File: src/rtl/up_wishbone_pipeline.sv
`timescale 1ns/1ps
// Bridges a 32-bit Wishbone slave port onto the uP register request/ack interface.
// Latency: uP request 1 cycle after the accepting edge; s_wb_ack 1 cycle after the uP ack is sampled.
// Backpressure: one transaction in flight; strobes seen outside IDLE are ignored and the uP side may stall indefinitely.
module up_wishbone_pipeline #(
    parameter int ADDRESS_WIDTH = 16
) (
    input  logic                     clk,
    input  logic                     rst,
    input  logic                     s_wb_cyc,
    input  logic                     s_wb_stb,
    input  logic                     s_wb_we,
    input  logic [ADDRESS_WIDTH-1:0] s_wb_addr,
    input  logic [31:0]              s_wb_data_i,
    input  logic [3:0]               s_wb_sel,
    output logic                     s_wb_ack,
    output logic [31:0]              s_wb_data_o,
    output logic                     up_rreq,
    input  logic                     up_rack,
    output logic [ADDRESS_WIDTH-3:0] up_raddr,
    input  logic [31:0]              up_rdata,
    output logic                     up_wreq,
    input  logic                     up_wack,
    output logic [ADDRESS_WIDTH-3:0] up_waddr,
    output logic [31:0]              up_wdata
);
    typedef enum logic [1:0] {IDLE = 2'd0, REQ = 2'd1, ACK = 2'd2} state_t;

    state_t                   state;
    state_t                   state_nxt;
    logic                     accept;
    logic                     rd_done;
    logic                     wr_done;
    logic [31:0]              byte_mask;
    logic                     wb_ack_nxt;
    logic [31:0]              wb_data_nxt;
    logic                     up_rreq_nxt;
    logic                     up_wreq_nxt;
    logic [ADDRESS_WIDTH-3:0] up_raddr_nxt;
    logic [ADDRESS_WIDTH-3:0] up_waddr_nxt;
    logic [31:0]              up_wdata_nxt;

    assign accept    = s_wb_cyc && s_wb_stb;
    assign rd_done   = up_rreq && up_rack;
    assign wr_done   = up_wreq && up_wack;
    assign byte_mask = {{8{s_wb_sel[3]}}, {8{s_wb_sel[2]}}, {8{s_wb_sel[1]}}, {8{s_wb_sel[0]}}};

    always_ff @(posedge clk or negedge rst) begin
        if (!rst) begin
            state       <= IDLE;
            s_wb_ack    <= 1'b0;
            s_wb_data_o <= 32'h0;
            up_rreq     <= 1'b0;
            up_wreq     <= 1'b0;
            up_raddr    <= '0;
            up_waddr    <= '0;
            up_wdata    <= 32'h0;
        end else begin
            state       <= state_nxt;
            s_wb_ack    <= wb_ack_nxt;
            s_wb_data_o <= wb_data_nxt;
            up_rreq     <= up_rreq_nxt;
            up_wreq     <= up_wreq_nxt;
            up_raddr    <= up_raddr_nxt;
            up_waddr    <= up_waddr_nxt;
            up_wdata    <= up_wdata_nxt;
        end
    end

    always_comb begin
        state_nxt = state;
        case (state)
            IDLE:    if (accept) state_nxt = REQ;
            REQ:     if (rd_done || wr_done) state_nxt = ACK;
            ACK:     state_nxt = IDLE;
            default: state_nxt = IDLE;
        endcase
    end

    // The Wishbone ack is registered on the REQ->ACK edge so it is high exactly during the ACK cycle.
    always_comb begin
        wb_ack_nxt   = 1'b0;
        wb_data_nxt  = s_wb_data_o;
        up_rreq_nxt  = up_rreq;
        up_wreq_nxt  = up_wreq;
        up_raddr_nxt = up_raddr;
        up_waddr_nxt = up_waddr;
        up_wdata_nxt = up_wdata;
        case (state)
            IDLE: begin
                if (accept) begin
                    if (s_wb_we) begin
                        up_wreq_nxt  = 1'b1;
                        up_waddr_nxt = s_wb_addr[ADDRESS_WIDTH-1:2];
                        up_wdata_nxt = s_wb_data_i & byte_mask;
                    end else begin
                        up_rreq_nxt  = 1'b1;
                        up_raddr_nxt = s_wb_addr[ADDRESS_WIDTH-1:2];
                    end
                end
            end
            REQ: begin
                if (rd_done) begin
                    up_rreq_nxt = 1'b0;
                    wb_data_nxt = up_rdata;
                    wb_ack_nxt  = s_wb_cyc;
                end else if (wr_done) begin
                    up_wreq_nxt = 1'b0;
                    wb_ack_nxt  = s_wb_cyc;
                end
            end
            default: ;
        endcase
    end
endmodule

File: config.mk
export PLATFORM = sky130hd
export DESIGN_NAME = up_wishbone_pipeline
export DESIGN_NICKNAME = d
export VERILOG_FILES = /design/src/rtl/up_wishbone_pipeline.sv
export SDC_FILE = /design/constraint.sdc
export NUM_CORES = 1
export LEC_CHECK = 0
export CAP_MARGIN = 20
export CORE_MARGIN = 4
export CORE_UTILIZATION = 37
export CTS_CLUSTER_DIAMETER = 80
export DETAILED_ROUTE_END_ITERATION = 12
export GPL_ROUTABILITY_DRIVEN = 1
export MAX_ROUTING_LAYER = met4
export PLACE_DENSITY = 0.77
export SYNTH_ARGS = -nofsm -noshare
export SYNTH_HDL_FRONTEND = slang
export SYNTH_SLANG_ARGS = --single-unit
File: constraint.sdc
create_clock -name clk -period 1.7 [get_ports clk]
set_clock_uncertainty 0.1 [all_clocks]
set_input_delay 0.255 -clock clk [delete_from_list [all_inputs] [get_ports clk]]
set_output_delay 0.255 -clock clk [all_outputs]
set_load 0.02 [all_outputs]
==> flow_summary.toml <==
[detailed_routing]
drc = 0
drtIter0Drc = 142
highest_layer = "met4"
drt-pass1-iter-count = 4
wl_met2_um = 5210
vias_per_cell = 4.51
num_vias = 3101
wl_per_cell_um = 15.1
route.met3.wl_um = 634
drtAntennaViolNets = 0
wl_um = 10400
wl_met1_um = 4340

[die]
die_area_um2 = 12200
io-pin-count = 186
die_h_um = 110
coreArea_um2 = 10300
initial_core_util_pct = 37.8
row_count = 37
die_w_um = 110

[cts]
clock_sinks = 97
cts_tree = "done"
htree_levels = 3
root_buffer = "clkbuf_8"
clk_pin_slew_ns = 0.09
cts_buffer_depth = 2
insertion_delay_ns = 0.35
cts_inserted_buffers = 9

[sta]
timing.slew.headroom_pct = 66.0
grt_setup_unrepaired = "true"
fin_crit_sh_pct = 98.0
drv_slew = 0
tns_ns = 0
period_minus_slack_ns = 1.67
finalHoldViolCount = 0
setup_slack_ns = 0.0340
setup_viol = 0
timing.fmax_mhz = 600
worstMarginPinSlew_ns = 0.510

[logic_synthesis]
ys_seq_elements = 97
yosysWarnings = 0
yosysSeqAreaShare_pct = 62.5
synth_top_cell_by_area = "dfrtp_1"
syn_nets = 441
syn_avg_cell_area_um2 = 11.1
yosysTopAreaCellShare_pct = 62.5
syn_inst = 350
ys_types = 24
synthTopCellsByArea = "dfrtp_1 (63%), nand2_1 (12%), mux2i_1 (8.2%), mux2_2 (8.1%), inv_1 (3.2%)"
syn_area_um2 = 3880

[grt]
grt_max_degree = 98
grt.total_usage_pct = 17.5
overflow = 0
grt_pass1_wl_um = 16700
first_global_vias = 3295
antenna_found_initial = 0

[cells_and_area]
final_nets = 638
area_growth_pct = 62.3
final_cell_mix = "nand2_1 (129), dfrtp_1 (97), clkdlybuf4s50_1 (87)"
layout_commonest_cell = "nand2_1"
antenna_cells = 0
drive_gt1_share_pct = 12.1

[critical_path]
cp_max_fo = 13
cpPeakStageDelay_ns = 0.43
cp-start-kind = "flip-flop"
worstPathCellList = "nand3b_4 > or3b_4 > buf_12 > buf_4 > mux2i_1"
cp_slowest_cell = "or3b_4"
criticalPathCategory = "reg2reg"
required_ns = 1.87
cp-end-kind = "flip-flop"
cp.arrival_ns = 1.83

[placement]
place.port_buffers = 183
dp_hpwl_um = 7560
gp_congestion = 0.725
pre_cts_slack_ns = -0.417

[outcome]
outcome = "completed"

[power_and_ir_drop]
leakagePower_nw = 3.63
ir_worst_vdd_mv = 0.822
cellPowerDensity_nw_per_um2 = 1720

[hold_path]
min_path_type = "in2reg"

[job]
drv_cap = 0
[final timing paths]
path / startpoint / cells past startpoint / end / slack (ns)
max in group asynchronous: rst / 3 / s_wb_data_o[0] / 0.72
max: state[0] / 5 / up_wdata[28] / 0.03
min reg2reg: s_wb_data_o[24] / 2 / s_wb_data_o[24] / 0.38
min: up_rdata[6] / 3 / s_wb_data_o[6] / 0.32
max reg2reg: state[0] / 5 / up_wdata[28] / 0.03
min in group asynchronous: rst / 3 / up_waddr[1] / 0.39
[kinds of logic after synthesis]
logic type             Yosys count  share of synthesized area, %
buffers and inverters           50                          5.73
DFF                             97                          62.5
and+or+nand+nor                138                          14.5
muxes                           60                          16.4
AOI/OAI and AO/OA                5                         0.870
[repair_timing]
item / CTS / global route
pin swaps: 1 / 0
setup buffers: 0 / 2
cloned: 1 / 0
gates resized for setup: 66 / 33
hold buffers: 1 / 0
hold endpoints to repair: 97 / 0
endpoints found under the setup margin: 105 / 39
[through the flow]
stage | hold WS [ns] | std cells | cell area (um2) | utilization (%) | total power (W)
after global routing | 0.300 | 688 | 6300 | 61.3 | 0.0115
after CTS | 0.299 | 686 | 6200 | 60.4 | 0.0110
after detailed placement | 0.254 | 668 | 5970 | 58.1 | 0.00957
after global placement | 0.243 | 668 | 5970 | 58.1 | 0.00940
final | 0.321 | 688 | 6300 | 61.3 | 0.0109
after floorplan | -0.141 | 350 | 3880 | - | 0.00658
[metal layers]
layer  vias to the layer above  GRT usage (%)
met5                         -              -
met4                         0           6.90
met3                        18           4.82
met2                       113           28.5
met1                      1483           20.5
li1                       1487              -
[sequential cells by signal, indices dropped and copies added, names as in the netlist]
register	cells
s_wb_ack	1
up_waddr	14
state	2
up_rreq	1
s_wb_data_o	32
up_raddr	14
up_wdata	32
up_wreq	1
[power by group]
group	total, W	switching (W)	leakage (nW)	internal (W)
Combinational	0.00492	0.00274	2.28	0.00217
Clock	0.00198	0.000773	0.140	0.00120
Sequential	0.00396	0.000559	1.21	0.00340
Total	0.0109	0.00407	3.63	0.00678
[synth_stat cells]
cell type / count
nand4b_1: 1
a21oi_1: 1
or3b_1: 1
nand2_1: 129
and4b_1: 1
nand3b_4: 1
inv_1: 33
mux2i_1: 32
dfrtp_1: 97
nor3b_1: 1
and2_1: 1
nor2_1: 1
o21ai_0: 1
buf_1: 4
buf_2: 1
a2111oi_0: 1
a21o_1: 1
nor3_2: 1
nand3_1: 1
buf_4: 1
a22oi_1: 1
buf_6: 4
mux2_2: 28
clkbuf_1: 7
[cell type report]
| type | count | area [um2] |
|---|---|---|
| Clock buffer | 11 | 151 |
| Clock inverter | 5 | 125 |
| Fill cell | 876 | 3970 |
| Inverter | 33 | 124 |
| Multi-Input combinational cell | 203 | 1240 |
| Sequential cell | 97 | 2430 |
| Tap cell | 136 | 170 |
| Timing Repair Buffer | 203 | 2070 |
[worst max-delay path, delay by kind of cell (launching register included)]
kind	cells	cell delay (ns)
buffers and inverters	2	0.32
flip-flops	1	0.40
multiplexers	1	0.15
AND/OR/NAND/NOR	2	0.61
No activity file was read; power rests on OpenSTA's default activity.
